`src/rtl/lcd_window_ctrl.sv`:
```
// lcd_window_ctrl: decodes CASET/PASET/RAMWR from the SPI word stream and writes pixels into frame RAM.
// Optional build macro LCD_WINDOW_CTRL_SWRESET_EN enables opcode 0x01 (SWRESET).
module lcd_window_ctrl #(
    parameter int H_RES  = 320,
    parameter int V_RES  = 240,
    parameter int ADDR_W = 17
) (
    input  logic              CLOCK_50,
    input  logic              reset,
    input  logic              i_valid,
    output logic              o_ready,
    input  logic              i_mode,
    input  logic [15:0]       i_data,
    output logic              o_wr_valid,
    input  logic              i_wr_ready,
    output logic [ADDR_W-1:0] o_wr_addr,
    output logic [15:0]       o_wr_data,
    output logic              o_frame_done
);
    localparam int COL_W = $clog2(H_RES);
    localparam int ROW_W = $clog2(V_RES);
    localparam logic [COL_W-1:0]  COL_MAX = COL_W'(H_RES - 1);
    localparam logic [ROW_W-1:0]  ROW_MAX = ROW_W'(V_RES - 1);
    localparam logic [ADDR_W-1:0] H_STEP  = ADDR_W'(H_RES);

    typedef enum logic [2:0] {
        S_IDLE, S_CA0, S_CA1, S_PA0, S_PA1, S_CALC, S_WRITE
    } state_t;

    state_t            state;
    logic [COL_W-1:0]  sc, ec, col;
    logic [ROW_W-1:0]  sp, ep, row;
    logic [ROW_W-1:0]  mul_a;
    logic [ADDR_W-1:0] mul_b, start_base, row_base;
    logic              wr_last;

    logic              in_xfer, wr_xfer;
    logic [COL_W-1:0]  arg_col;
    logic [ROW_W-1:0]  arg_row;

    // NOTE: o_ready is combinational so a draining write frees the slot in the same cycle.
    assign o_ready = (state != S_CALC) && (!o_wr_valid || i_wr_ready);
    assign in_xfer = i_valid && o_ready;
    assign wr_xfer = o_wr_valid && i_wr_ready;
    assign arg_col = (i_data > 16'(H_RES - 1)) ? COL_MAX : i_data[COL_W-1:0];
    assign arg_row = (i_data > 16'(V_RES - 1)) ? ROW_MAX : i_data[ROW_W-1:0];

    always_ff @(posedge CLOCK_50) begin
        if (reset) begin
            state        <= S_IDLE;
            sc           <= '0;
            ec           <= COL_MAX;
            sp           <= '0;
            ep           <= ROW_MAX;
            col          <= '0;
            row          <= '0;
            mul_a        <= '0;
            mul_b        <= '0;
            start_base   <= '0;
            row_base     <= '0;
            wr_last      <= 1'b0;
            o_wr_valid   <= 1'b0;
            o_wr_addr    <= '0;
            o_wr_data    <= '0;
            o_frame_done <= 1'b0;
        end else begin
            o_frame_done <= wr_xfer && wr_last;
            // NOTE: a pixel accepted in the same cycle assigns o_wr_valid again below; the later NBA wins.
            if (wr_xfer)
                o_wr_valid <= 1'b0;

            if (state == S_CALC) begin
                // Shift-add SP*H_RES once per RAMWR, keeping multipliers out of the pixel path.
                if (mul_a == '0) begin
                    row_base <= start_base;
                    state    <= S_WRITE;
                end else begin
                    if (mul_a[0])
                        start_base <= start_base + mul_b;
                    mul_a <= mul_a >> 1;
                    mul_b <= mul_b << 1;
                end
            end else if (in_xfer && i_mode) begin
                case (i_data[15:8])
                    8'h2A: state <= S_CA0;
                    8'h2B: state <= S_PA0;
                    8'h2C: begin
                        state      <= S_CALC;
                        col        <= sc;
                        row        <= sp;
                        mul_a      <= sp;
                        mul_b      <= H_STEP;
                        start_base <= '0;
                    end
`ifdef LCD_WINDOW_CTRL_SWRESET_EN
                    8'h01: begin
                        state <= S_IDLE;
                        sc    <= '0;
                        ec    <= COL_MAX;
                        sp    <= '0;
                        ep    <= ROW_MAX;
                        col   <= '0;
                        row   <= '0;
                    end
`endif
                    default: state <= S_IDLE;
                endcase
            end else if (in_xfer) begin
                case (state)
                    S_CA0: begin
                        sc <= arg_col;
                        if (arg_col > ec)
                            ec <= arg_col;
                        state <= S_CA1;
                    end
                    S_CA1: begin
                        ec    <= (arg_col < sc) ? sc : arg_col;
                        state <= S_IDLE;
                    end
                    S_PA0: begin
                        sp <= arg_row;
                        if (arg_row > ep)
                            ep <= arg_row;
                        state <= S_PA1;
                    end
                    S_PA1: begin
                        ep    <= (arg_row < sp) ? sp : arg_row;
                        state <= S_IDLE;
                    end
                    S_WRITE: begin
                        o_wr_valid <= 1'b1;
                        o_wr_data  <= i_data;
                        o_wr_addr  <= row_base + ADDR_W'(col);
                        wr_last    <= (col == ec) && (row == ep);
                        if (col == ec) begin
                            col <= sc;
                            if (row == ep) begin
                                row      <= sp;
                                row_base <= start_base;
                            end else begin
                                row      <= row + ROW_W'(1);
                                row_base <= row_base + H_STEP;
                            end
                        end else begin
                            col <= col + COL_W'(1);
                        end
                    end
                    default: ;
                endcase
            end
        end
    end
endmodule

```
`config.mk`:
```
export PLATFORM = sky130hd
export DESIGN_NAME = lcd_window_ctrl
export DESIGN_NICKNAME = d
export VERILOG_FILES = /design/src/rtl/lcd_window_ctrl.sv
export SDC_FILE = /design/constraint.sdc
export NUM_CORES = 1
export LEC_CHECK = 0
export CORE_ASPECT_RATIO = 0.5
export CORE_MARGIN = 2
export CORE_UTILIZATION = 59
export DETAILED_ROUTE_END_ITERATION = 16
export PLACE_DENSITY = 0.8
export SKIP_LAST_GASP = 1
export SLEW_MARGIN = 20
export SYNTH_ARGS = -nofsm -noshare
export SYNTH_HDL_FRONTEND = slang
export SYNTH_SLANG_ARGS = --single-unit
```
`constraint.sdc`:
```
create_clock -name CLOCK_50 -period 3.8 [get_ports CLOCK_50]
set_input_delay 0.57 -clock CLOCK_50 [delete_from_list [all_inputs] [get_ports CLOCK_50]]
set_output_delay 0.57 -clock CLOCK_50 [all_outputs]
set_load 0.02 [all_outputs]
```
== Word level (Yosys, flattened, before mapping) ==
Cells that the tools add are included.

* Input bits: 21
* Bits in registers: 149
* Word-level logic and storage cells: 130
* Output and inout port bits: 36

* Bitwise operators: 2
* $lt $le $gt $ge: 6
* Eq/ne operators: 19
* Muxes and demuxes: 49
* Add/subtract/negate cells: 5
* Reduce and logical (&&, ||, !) cells: 33

{| class="wikitable"
|+ Operators with widths
! kind !! number
|-
| $mux W17 || 16
|-
| $mux W8 || 12
|-
| $mux W9 || 8
|-
| $eq A8 B6 Y1 const B || 3
|-
| $reduce_and A4 Y1 || 5
|-
| $reduce_and A5 Y1 || 4
|-
| $reduce_bool A2 Y1 || 10
|-
| $pmux W3 S3 || 2
|-
| $pmux W9 S2 || 1
|-
| $add A17 B17 Y17 || 1
|-
| $add A17 B9 Y17 || 1
|-
| $add A17 B9 Y17 const B || 1
|-
| $gt A16 B8 Y1 const B || 1
|-
| $gt A16 B9 Y1 const B || 1
|-
| $pmux W8 S2 || 1
|-
| $mux W3 || 4
|-
| $ne A2 B2 Y1 const B || 5
|-
| $add A9 B1 Y9 const B || 1
|-
| $eq A3 B3 Y1 const B || 3
|-
| $eq A9 B9 Y1 || 1
|-
| $gt A9 B9 Y1 || 1
|-
| $lt A9 B9 Y1 || 1
|-
| $add A8 B1 Y8 const B || 1
|-
| $eq A8 B8 Y1 || 1
|-
| other kinds (16) || 29
|}

== Logic depth before layout (Yosys ltp) ==
Gate-level depths: netlist of the first run.

* Depth in word-level cells: 7
* Mapped depth: 14
* Mapped depth without buffers: 14

== Worst setup path after synthesis of the first run ==
Ideal clock, no wire load.

* Path type: input -> register
* Start: input i_data[13]
* End: register ec[1]
* Data required time: 3.667 ns
* Setup time: 0.133 ns
* Path slack: 0.328 ns
* Cell stages on the path: 11
* Path buffers: 0
* Arrival: 3.339 ns
* Cell sequence: nor4_2 > nand3_1 > or2_2 > ha_1 > a21o_1 > a211o_1 > or4b_1 > a211o_1 > o21a_1 > o21ai_1 > o221ai_1

* Longest elaborated chain between the ends: 5
* Elaborated cells between the ends (all ways): 9
* Those cells by class: order compare (3); eq/ne (1); mux (4); reduce/logical (1)

{| class="wikitable"
|+ Ends and longest elaborated chain
! what !! RTL line !! text
|-
| from (decl) || 13 || <nowiki>input logic [15:0] i_data,</nowiki>
|-
| $gt A16 B9 Y1 * || 45 || <nowiki>assign arg_col = (i_data > 16'(H_RES - 1)) ? COL_MAX : i_data[COL_W-1:0];</nowiki>
|-
| $mux W9 * || 45 ||
|-
| via arg_col[3] || 38 || <nowiki>logic [COL_W-1:0] arg_col;</nowiki>
|-
| $gt A9 B9 Y1 / $lt A9 B9 Y1 (equally long branches) || 112, 117 ||
|-
| $ne A2 B2 Y1 (no line) / $mux W9 (equally long branches) || - ||
|-
| $reduce_and A5 Y1 (no line) / $pmux W9 S2 (equally long branches) || - ||
|-
| to (signal assigned) || 113 || <nowiki>ec <= arg_col;</nowiki>
|-
| to (signal assigned) || 117 || <nowiki>ec <= (arg_col < sc) ? sc : arg_col;</nowiki>
|-
| to (decl) || 31 || <nowiki>logic [COL_W-1:0] sc, ec, col;</nowiki>
|}

Mark *: on every way through the listed nets, which the timed path passes. The rest lies on a longest branch. The select of a mux whose other input is x is not followed.
A chain may end at the register's enable or synchronous reset.

== Worst setup path in the final report of the first run ==
* Start: input i_data[6]
* End: register ec[5]

Same word-level chain as after synthesis.

==> metrics, run 1 <==
status finished clean; H-tree depth 4; Die Height around 83 microns; Cell variety after synth 75; setup ws final 0.159 ns; Root Buffer clkbuf_16; yosys warns 0; initial antenna violation count 0; cells along the critical path clkdlybuf4s50_1 > o21ai_0 > buf_4 > nand3_2 > or2_2 > ha_1 > a21o_1 > a211o_1 > or4b_1 > a211o_1 > o21a_4 > o21ai_1 > o221ai_1; P&R area growth vs syn 21.9%; crit path max fanout 8; FILL cells 865; Slowest Stage Delay on Critical Path about 0.50 ns; Tmin final around 3.6 ns; Post-synth EDFFs 0; Routed Antenna Nets 0; max_slew headroom 37.9%; Detailed Routing Iterations Pass 1 5; Clock Latency Late Sink about 0.42 ns; #FFs+latches synth 131; Routability Congestion 0.904; wire per inst 17.1 microns; CP Capture Type flop; Residual DRC 0; dpl hpwl roughly 14000 microns; R2R Path Start state[1]; Core Region 0.0121 sq mm; post-place setup slack -0.546 ns; max cap viols 0; Post-Syn Instances 928; global-route total usage across every layer 30.5%; diodes inserted 0; Post-Place Cells 1150; NumNets Final 1075; die area around 0.014 sq mm; Clock Skew around 0.011 ns; Finish-stage setup viols 0; leading cell type in the layout, fill and taps excluded dfxtp_1; crit share post-route 95.8%; initial DRC count 897; clk slew on worst S/H paths around 0.06 ns; I/O pin count 57; CTS buffer count 17; routed vias 7177; first-pass GRT wire length 33600 microns; most frequent cells in the layout 131 x dfxtp_1, 127 x nand2_1, 95 x nor2_1; final core occ 75.2%; family with the most delay on the worst path compound AO/OA/AOI/OAI gates; Final Hold Fails 0; PortBufs 56; Max Slew Vio Count 0; vias in the first global route 6763; vias per cell 6.07; Tot Pwr 3240 uW; clock buffer depth 2; largest net degree at the start of global routing 86; most used cell, CP a211o_1; Top FF cell, synth dfxtp_1; CTS tree built; CTS sink count 131; Post-CTS Hold Buffers 0; total gr overflow 0; syn_nets roughly 1000; ranking of synthesized cells by area dfxtp_1 35%, ha_1 8.1%, nand2_1 6.4%, a21oi_1 4.9%, nor2_1 4.8%; Post-synth ARST share 0%; Mapped Area 0.00744 sq mm; Worst EP required 4.06 ns; WL final 20200 microns; final std cells w/o fill 1183; share of post-route cells with drive strength above 1 12.1%; slowest CP cell or4b_1; CP arrival 3.90 ns; leading area contributor after synthesis dfxtp_1; Hold/Removal Path Class reg -> reg; Cell Area, Placed approximately 0.0084 sq mm; maximum vdd ir drop 0.291 mV; Initial Utilization 61.7%; num rows 28; top-area cell type share of the netlist area 35.3%; Die X roughly 160 microns; CP Launch Point i_data[6]; crit path buf inv count 2; Achievable Freq roughly 0.27 GHz; Setup CP Type in -> reg; Lkg Pwr 0.00336 uW; Avg Cell Area, Syn 8.01 sq um; power per standard cell area 358 mW/mm^2; RSZ-0062 raised after global routing no; Worst-Margin Slew roughly 0.93 ns; final instance area 0.00906 sq mm; min-delay src o_wr_data[5]; Setup crit start kind input pin; Seq/Total Area, Yosys 35.3%
[through the flow]
step	hold slack (ns)	setup TNS, ns
2_1_floorplan	0.444	0
3_3_place_gp	0.442	-3.91
5_1_grt	0.476	0
6_report	0.453	0
4_1_cts	0.455	0
3_5_place_dp	0.447	-5.36
[Yosys cell counts (5+ instances only)]
cell type and number:
nor3_1 13, and2_1 5, xnor2_1 17, o21a_1 7, a221oi_1 5, ha_1 48
a21oi_1 73, a211oi_1 24, nand2_1 127, mux2i_1 14, or3_1 5, o21ai_1 9
o21ai_0 34, nand2b_1 8, a22oi_1 14, or2_2 11, xor2_1 14, inv_1 44
a311oi_1 11, and3_1 6, dfxtp_1 131, clkbuf_1 46, a21o_1 13, nor2_1 95
nand4_1 8, o221ai_1 6, a2bb2oi_1 9, o31ai_1 10, nand3_1 37, nor2b_1 10
[path summary, 6_finish.rpt]
kind / end / slack [ns] / cells past startpoint
max: ec[5] / 0.16 / 13
max reg2reg: mul_a[3] / 0.74 / 6
min: o_wr_data[5] / 0.45 / 2
min reg2reg: o_wr_data[5] / 0.45 / 2
[cell type report]
| class | instances | area, sq um | share of cell area, % |
|---|---|---|---|
| Clock inverter | 10 | 146 | 1.62 |
| Sequential cell | 131 | 2620 | 28.9 |
| Clock buffer | 22 | 474 | 5.23 |
| Timing Repair Buffer | 107 | 946 | 10.4 |
| Tap cell | 165 | 206 | 2.28 |
| Inverter | 46 | 175 | 1.93 |
| Multi-Input combinational cell | 702 | 4490 | 49.6 |
[where the power goes]
part           total [uW]  switching (uW)  leakage [uW]  internal [uW]
Sequential           1380            6.02       0.00106           1380
Clock                1720             632      0.000301           1090
Combinational         136            79.0       0.00200           56.7
[what timing repair did]
| item | CTS | global route |
|---|---|---|
| cloned | 0 | 0 |
| pin swaps | 1 | 3 |
| gates resized for setup | 3 | 5 |
| buffers inserted | 0 | 1 |
| setup endpoints to repair | 8 | 8 |
[registers in the layout (all words and copies together), names as in the netlist]
name,cells
sp,8
o_wr_addr,17
col,9
o_frame_done,1
state,3
o_wr_data,16
mul_b,11
mul_a,8
ep,8
row_base,11
start_base,11
wr_last,1
sc,9
o_wr_valid,1
row,8
ec,9
[logic make-up after synthesis]
logic type	share of synthesized area [%]
compound gates	22.9
xor+xnor	3.65
flops	35.3
mux	2.24
fa+ha+maj	8.35
simple gates	22.7
buf+inv	4.86
[per-layer routing]
layer | global-route usage, % | vias to the layer above | wire length (microns)
met5 | 0 | - | 0
met4 | 9.41 | 0 | 316
met3 | 5.34 | 39 | 1210
met2 | 49.3 | 234 | 9520
met1 | 41.7 | 3430 | 9200
li1 | - | 3474 | -
[worst reg2reg max path: stages (launching register included)]
cell      delay, ns
dfxtp_1        0.57
nand3b_1       0.48
nand4_1        0.35
or2_2          0.49
nand2_1        0.60
nor2_1         0.17
a311oi_1       0.29
Note: power is estimated with default switching activity, not from simulation.
==> run 2: changes to the inputs <==
CORE_UTILIZATION = 53   (was 59)
PLACE_DENSITY = 0.76   (was 0.8)
clock period = 3.15 ns   (was 3.8 ns; I/O delays follow)
==> run 2 against run 1 <==
Net effect:
- non-clock buffer count is 18 higher
- total power is 24% higher
- core utilization is 6.1 points lower
- sequential power is 21% higher
- critical path depth is 3 higher
- die area is 11% higher
- critical endpoint is now ep[0]
- clock-buffer cell count is 5 lower
- sequential share of layout area is 1.1 points lower
- final cell count is 3.6% higher
- global-route usage is 3.1 points lower
- wire length is 1.5% higher
==> metrics, run 2 (same netlist as run 1, synthesis figures left out) <==
Tot Pwr roughly 4000 uW; Achievable Freq 0.322 GHz; largest net degree at the start of global routing 61; Pint ~3100 uW; proportion of power drawn by the clock network a little over half; R2R Path Start state[0]; CP arrival 3.39 ns; reg2reg end col[7]; crit path max fanout 4; Setup CP Type in -> reg; Routed Antenna Nets 0; Top reg by flops o_wr_addr; CTS buffer count 17; Detailed Routing Iterations Pass 1 5; vias in the first global route roughly 6700; clock buffer depth 2; I/O pin count 57; CTS sink count between 100 and 150; Worst EP required roughly 3.4 ns; Top Registers o_wr_addr x17, o_wr_data x16; Sw Ratio 21.9%; P&R area growth vs syn 26.6%; final std cells w/o fill 1226; Hold/Removal Path Class in -> reg; power per standard cell area 427 mW/mm^2; Flop pwr share 41.6%; RSZ-0062 raised after global routing yes; Clock Skew approximately 0.013 ns; Worst R2R Setup Slack 0.45 ns; Initial Utilization 54.6%; most frequent cells in the layout 131 x dfxtp_1, 126 x nand2_1, 94 x nor2_1; wire per inst 16.8 microns; maximum vdd ir drop 0.359 mV; first-pass GRT wire length 32700 microns; total gr overflow 0; PortBufs 56; combinational group share of total power 4.4%; Final Hold Fails 0; WHS Endpoint o_wr_data[15]; num rows 30; Max Slew Vio Count 0; CP Launch Point i_data[10]; NumNets Final 1093; most used cell, CP buf_4; initial DRC count 613; Core Region 0.0136 sq mm; Post-Place Cells 1191; die area 0.0151 sq mm; global-route total usage across every layer 27.4%; H-tree depth 4; vias per cell just under 6; CP Capture Type flop; Setup crit start kind input pin; status finished clean; final instance area roughly 0.0094 sq mm; Clock Latency Late Sink ~0.41 ns; Die X about 170 microns; CTS tree built; crit share post-route 98.6%; Fin Setup TNS 0 ns; Root Buffer clkbuf_16; Worst-Margin Slew 0.828 ns; WHS Path Cells 3; FF-to-FF path depth 8; initial antenna violation count 0; clk slew on worst S/H paths 0.06 ns; net switching power ~880 uW; Tmin final just over 3 ns; Residual DRC 0; Cell Area, Placed about 0.0086 sq mm; family with the most delay on the worst path compound AO/OA/AOI/OAI gates; share of post-route cells with drive strength above 1 between 15 and 20%; dpl hpwl between 10000 and 15000 microns; setup ws final ~0.044 ns; leading cell type in the layout, fill and taps excluded dfxtp_1; max_slew headroom between 40 and 50%; flip-flop count of the largest register after layout 17; WL final 20500 microns; Routability Congestion 0.903; routed vias 7169; Lkg Pwr 0.00350 uW; slowest CP cell a311oi_4; cells along the critical path buf_8 > nor4_4 > buf_4 > nand2_4 > nor2_4 > inv_4 > buf_6 > or3_4 > ha_4 > a21o_1 > a21oi_2 > o2111ai_2 > a311oi_4 > buf_4 > mux2i_1 > a2bb2oi_2; crit path buf inv count 5; Slowest Stage Delay on Critical Path about 0.40 ns; min-delay src i_data[15]; diodes inserted 0; post-place setup slack -0.879 ns; FILL cells 1090; max cap viols 0; Die Height 87.8 microns; Finish-stage setup viols 0
-- run 2: changes by cell type in the layout (fill, tap and decap cells not counted), sizes merged --
cell	delta
clkbuf	+1
bufinv	+2
clkdlybuf4s50	-8
dlymetal6s2s	-2
buf	+21
clkinvlp	-1
dlygate4sd2	+1
inv	-1
clkinv	+3
-- run 2: metrics by stage --
step | hold slack [ns] | utilization [%]
floorplan | 0.444 | -
global placement | 0.441 | 63.5
detailed placement | 0.448 | 63.5
CTS | 0.454 | 68.5
global route | 0.327 | 69.1
finish | 0.324 | 69.1
-- run 2: power by group through the flow --
stage / logic [uW] / registers (uW) / clock network [uW]
after floorplan: 85.7 / 1700 / 0
after global placement: 166 / 1700 / 0
after detailed placement: 169 / 1700 / 0
after CTS: 168 / 1670 / 2190
after global routing: 190 / 1670 / 2260
final: 177 / 1670 / 2170
-- run 2: how the worst max path moves through the flow --
stage | end | slack (ns) | cells past startpoint
final | ep[0] | 0.04 | 16
after global routing | ep[0] | -0.1 | 16
after CTS | ep[6] | -0.0007 | 15
after detailed placement | ec[4] | -0.88 | 12
after global placement | ec[3] | -0.74 | 12
after floorplan | ec[1] | -0.05 | 11
-- run 2: worst reg2reg max path: stages (launching register included) --
cell,delay [ns]
dfxtp_1,0.66
and3b_1,0.31
buf_4,0.29
nor3_1,0.13
a32o_1,0.30
buf_4,0.24
o41ai_1,0.46
a22oi_1,0.15
nor2_1,0.10
-- run 2: routing by layer --
layer / part of all wire [%] / track usage, % / wire length [microns]
met1: 46 / 37.4 / 9550
met2: 47 / 46.1 / 9670
met3: 5.1 / 3.75 / 1040
met4: 1.4 / 7.70 / 286
met5: 0 / 0 / 0
-- run 2: final cells by class --
cell class	count	area, sq um	share of cell area (%)
multi-input combinational	702	4660	49.5
sequential	131	2620	27.9
timing repair buffer	125	1090	11.5
clock buffer	17	425	4.52
tap	192	240	2.55
clock inverter	13	209	2.22
inverter	46	175	1.86
-- run 2: repair_timing --
item / in CTS / in global routing
endpoints found under the setup margin: 17 / 16
hold buffers: 0 / 0
gates resized for setup: 24 / 34
cloned: 0 / 0
buffers inserted: 3 / 2
pin swaps: 11 / 21
==> run 3: changes to the inputs <==
clock period = 2.6 ns   (was 3.15 ns; I/O delays follow)
==> run 3 against run 2 <==
Net effect:
- the run now ends with negative setup slack left
- die area unchanged
- register-to-register slack worse by 0.43 ns
- global-route usage up 0.47 points
- hold slack worse by 0.054 ns
- critical path depth down 4
- final cell count up 1.1%
- total power up 19%
==> metrics, run 3 (same netlist as run 1, synthesis figures left out) <==
Final Hold Fails 0; Clock Latency Late Sink between 0.4 and 0.5 ns; Routed Antenna Nets 0; largest net degree at the start of global routing 119; H-tree depth 4; I/O pin count 57; max_slew headroom 52.3%; Tot Pwr 4760 uW; die area 0.0151 sq mm; Tmin final 2.98 ns; failing checks negative setup slack; total gr overflow 0; R2R Path Start sc[2]; Finish-stage setup viols 17; setup ws final -0.380 ns; routed vias 7298; Root Buffer clkbuf_16; Pint between 3000 and 4000 uW; diodes inserted 0; Clock Skew 0.0112 ns; Max Slew Vio Count 0; CP Capture Type flop; num rows 30; final instance area 0.00956 sq mm; clock buffer depth 2; Sw Ratio 23.4%; most frequent cells in the layout 131 x dfxtp_1, 127 x nand2_1, 94 x nor2_1; dpl hpwl 14400 microns; vias in the first global route about 7000; final std cells w/o fill around 1200; Cell Area, Placed roughly 0.009 sq mm; Setup crit start kind input pin; net switching power 1120 uW; CTS sink count 131; status finished with violations; Flop pwr share 42.4%; initial DRC count 694; PortBufs 56; clk slew on worst S/H paths about 0.060 ns; NumNets Final 1104; max cap viols 0; Top Registers o_wr_addr x17, o_wr_data x16; min-delay src i_data[15]; first-pass GRT wire length 33600 microns; Post-Place Cells 1203; crit path max fanout 8; Hold/Removal Path Class in -> reg; CTS tree built; post-place setup slack -1.26 ns; Worst-Margin Slew 0.715 ns; combinational group share of total power 4.6%; CP arrival 3.26 ns; Die X 172 microns; Core Region ~0.014 sq mm; power per standard cell area 499 mW/mm^2; Residual DRC 0; Worst EP required 2.88 ns; Post-CTS Hold Buffers 0; leading cell type in the layout, fill and taps excluded dfxtp_1; Top reg by flops o_wr_addr; CTS buffer count 17; WL final 20200 microns; CP Launch Point i_data[13]; vias per cell slightly below 6; FF+latch area between 0.002 and 0.003 sq mm; Achievable Freq 0.336 GHz; Lkg Pwr 0.00355 uW; P&R area growth vs syn 28.5%; crit share post-route 115%; Initial Utilization a little over half; share of post-route cells with drive strength above 1 approximately 18%; Worst R2R Setup Slack 0.02 ns; proportion of power drawn by the clock network 53.1%; global-route total usage across every layer 27.9%; initial antenna violation count 0; wire per inst 16.3 microns; Detailed Routing Iterations Pass 1 5; Setup CP Type in -> reg; FILL cells between 1000 and 1500; area of the multi-input gates roughly 0.0047 sq mm; RSZ-0062 raised after global routing yes; Routability Congestion between 0.8 and 0.9; maximum vdd ir drop between 0.4 and 0.5 mV; flip-flop count of the largest register after layout 17; Die Height about 88 microns
-- run 3: critical path, stage by stage --
cell      delay (ns)
buf_8           0.10
nor4_4          0.34
nand3_4         0.15
or2_4           0.29
ha_4            0.24
a21o_1          0.16
a211o_1         0.29
or4b_4          0.50
a211o_4         0.37
o21a_4          0.17
o21ai_2         0.15
o221ai_2        0.10
-- run 3: through the flow --
stage,hold WS (ns),setup TNS [ns],utilization (%)
after floorplan,0.444,-7.09,-
after global placement,0.443,-17.84,64.6
after detailed placement,0.448,-18.85,64.6
after CTS,0.271,-5.16,69.7
after global routing,0.279,-6.95,70.1
final,0.270,-5.10,70.1
-- run 3: per-layer routing --
| layer | global-route usage [%] | share of wire [%] |
|---|---|---|
| met5 | 0 | 0 |
| met4 | 8.55 | 1.4 |
| met3 | 5.11 | 5.5 |
| met2 | 47.1 | 48 |
| met1 | 36.8 | 45 |
-- run 3: final timing paths --
path	endpoint	depth (start not counted)
worst max-delay path	ec[3]	12
worst min-delay path	o_wr_data[15]	3
worst max register to register	ec[3]	9
worst min register to register	o_wr_data[14]	2
-- run 3: power groups by stage --
stage               logic, uW  clock network [uW]  registers [uW]
floorplan                 104                   0            2060
global placement          207                   0            2060
detailed placement        211                   0            2060
CTS                       213                2550            2020
global route              235                2640            2020
finish                    218                2530            2020
-- run 3: layout make-up --
class	count	area share, %
Tap cell	192	2.51
Multi-Input combinational cell	702	48.9
Sequential cell	131	27.4
Inverter	46	1.83
Clock buffer	17	4.45
Timing Repair Buffer	136	12.8
Clock inverter	15	2.04
-- run 3: repair_timing --
action                     4_1_cts  5_1_grt
gates resized for setup         48       10
buffers inserted                 2        2
setup endpoints to repair       18       19
pin swaps                       22        9
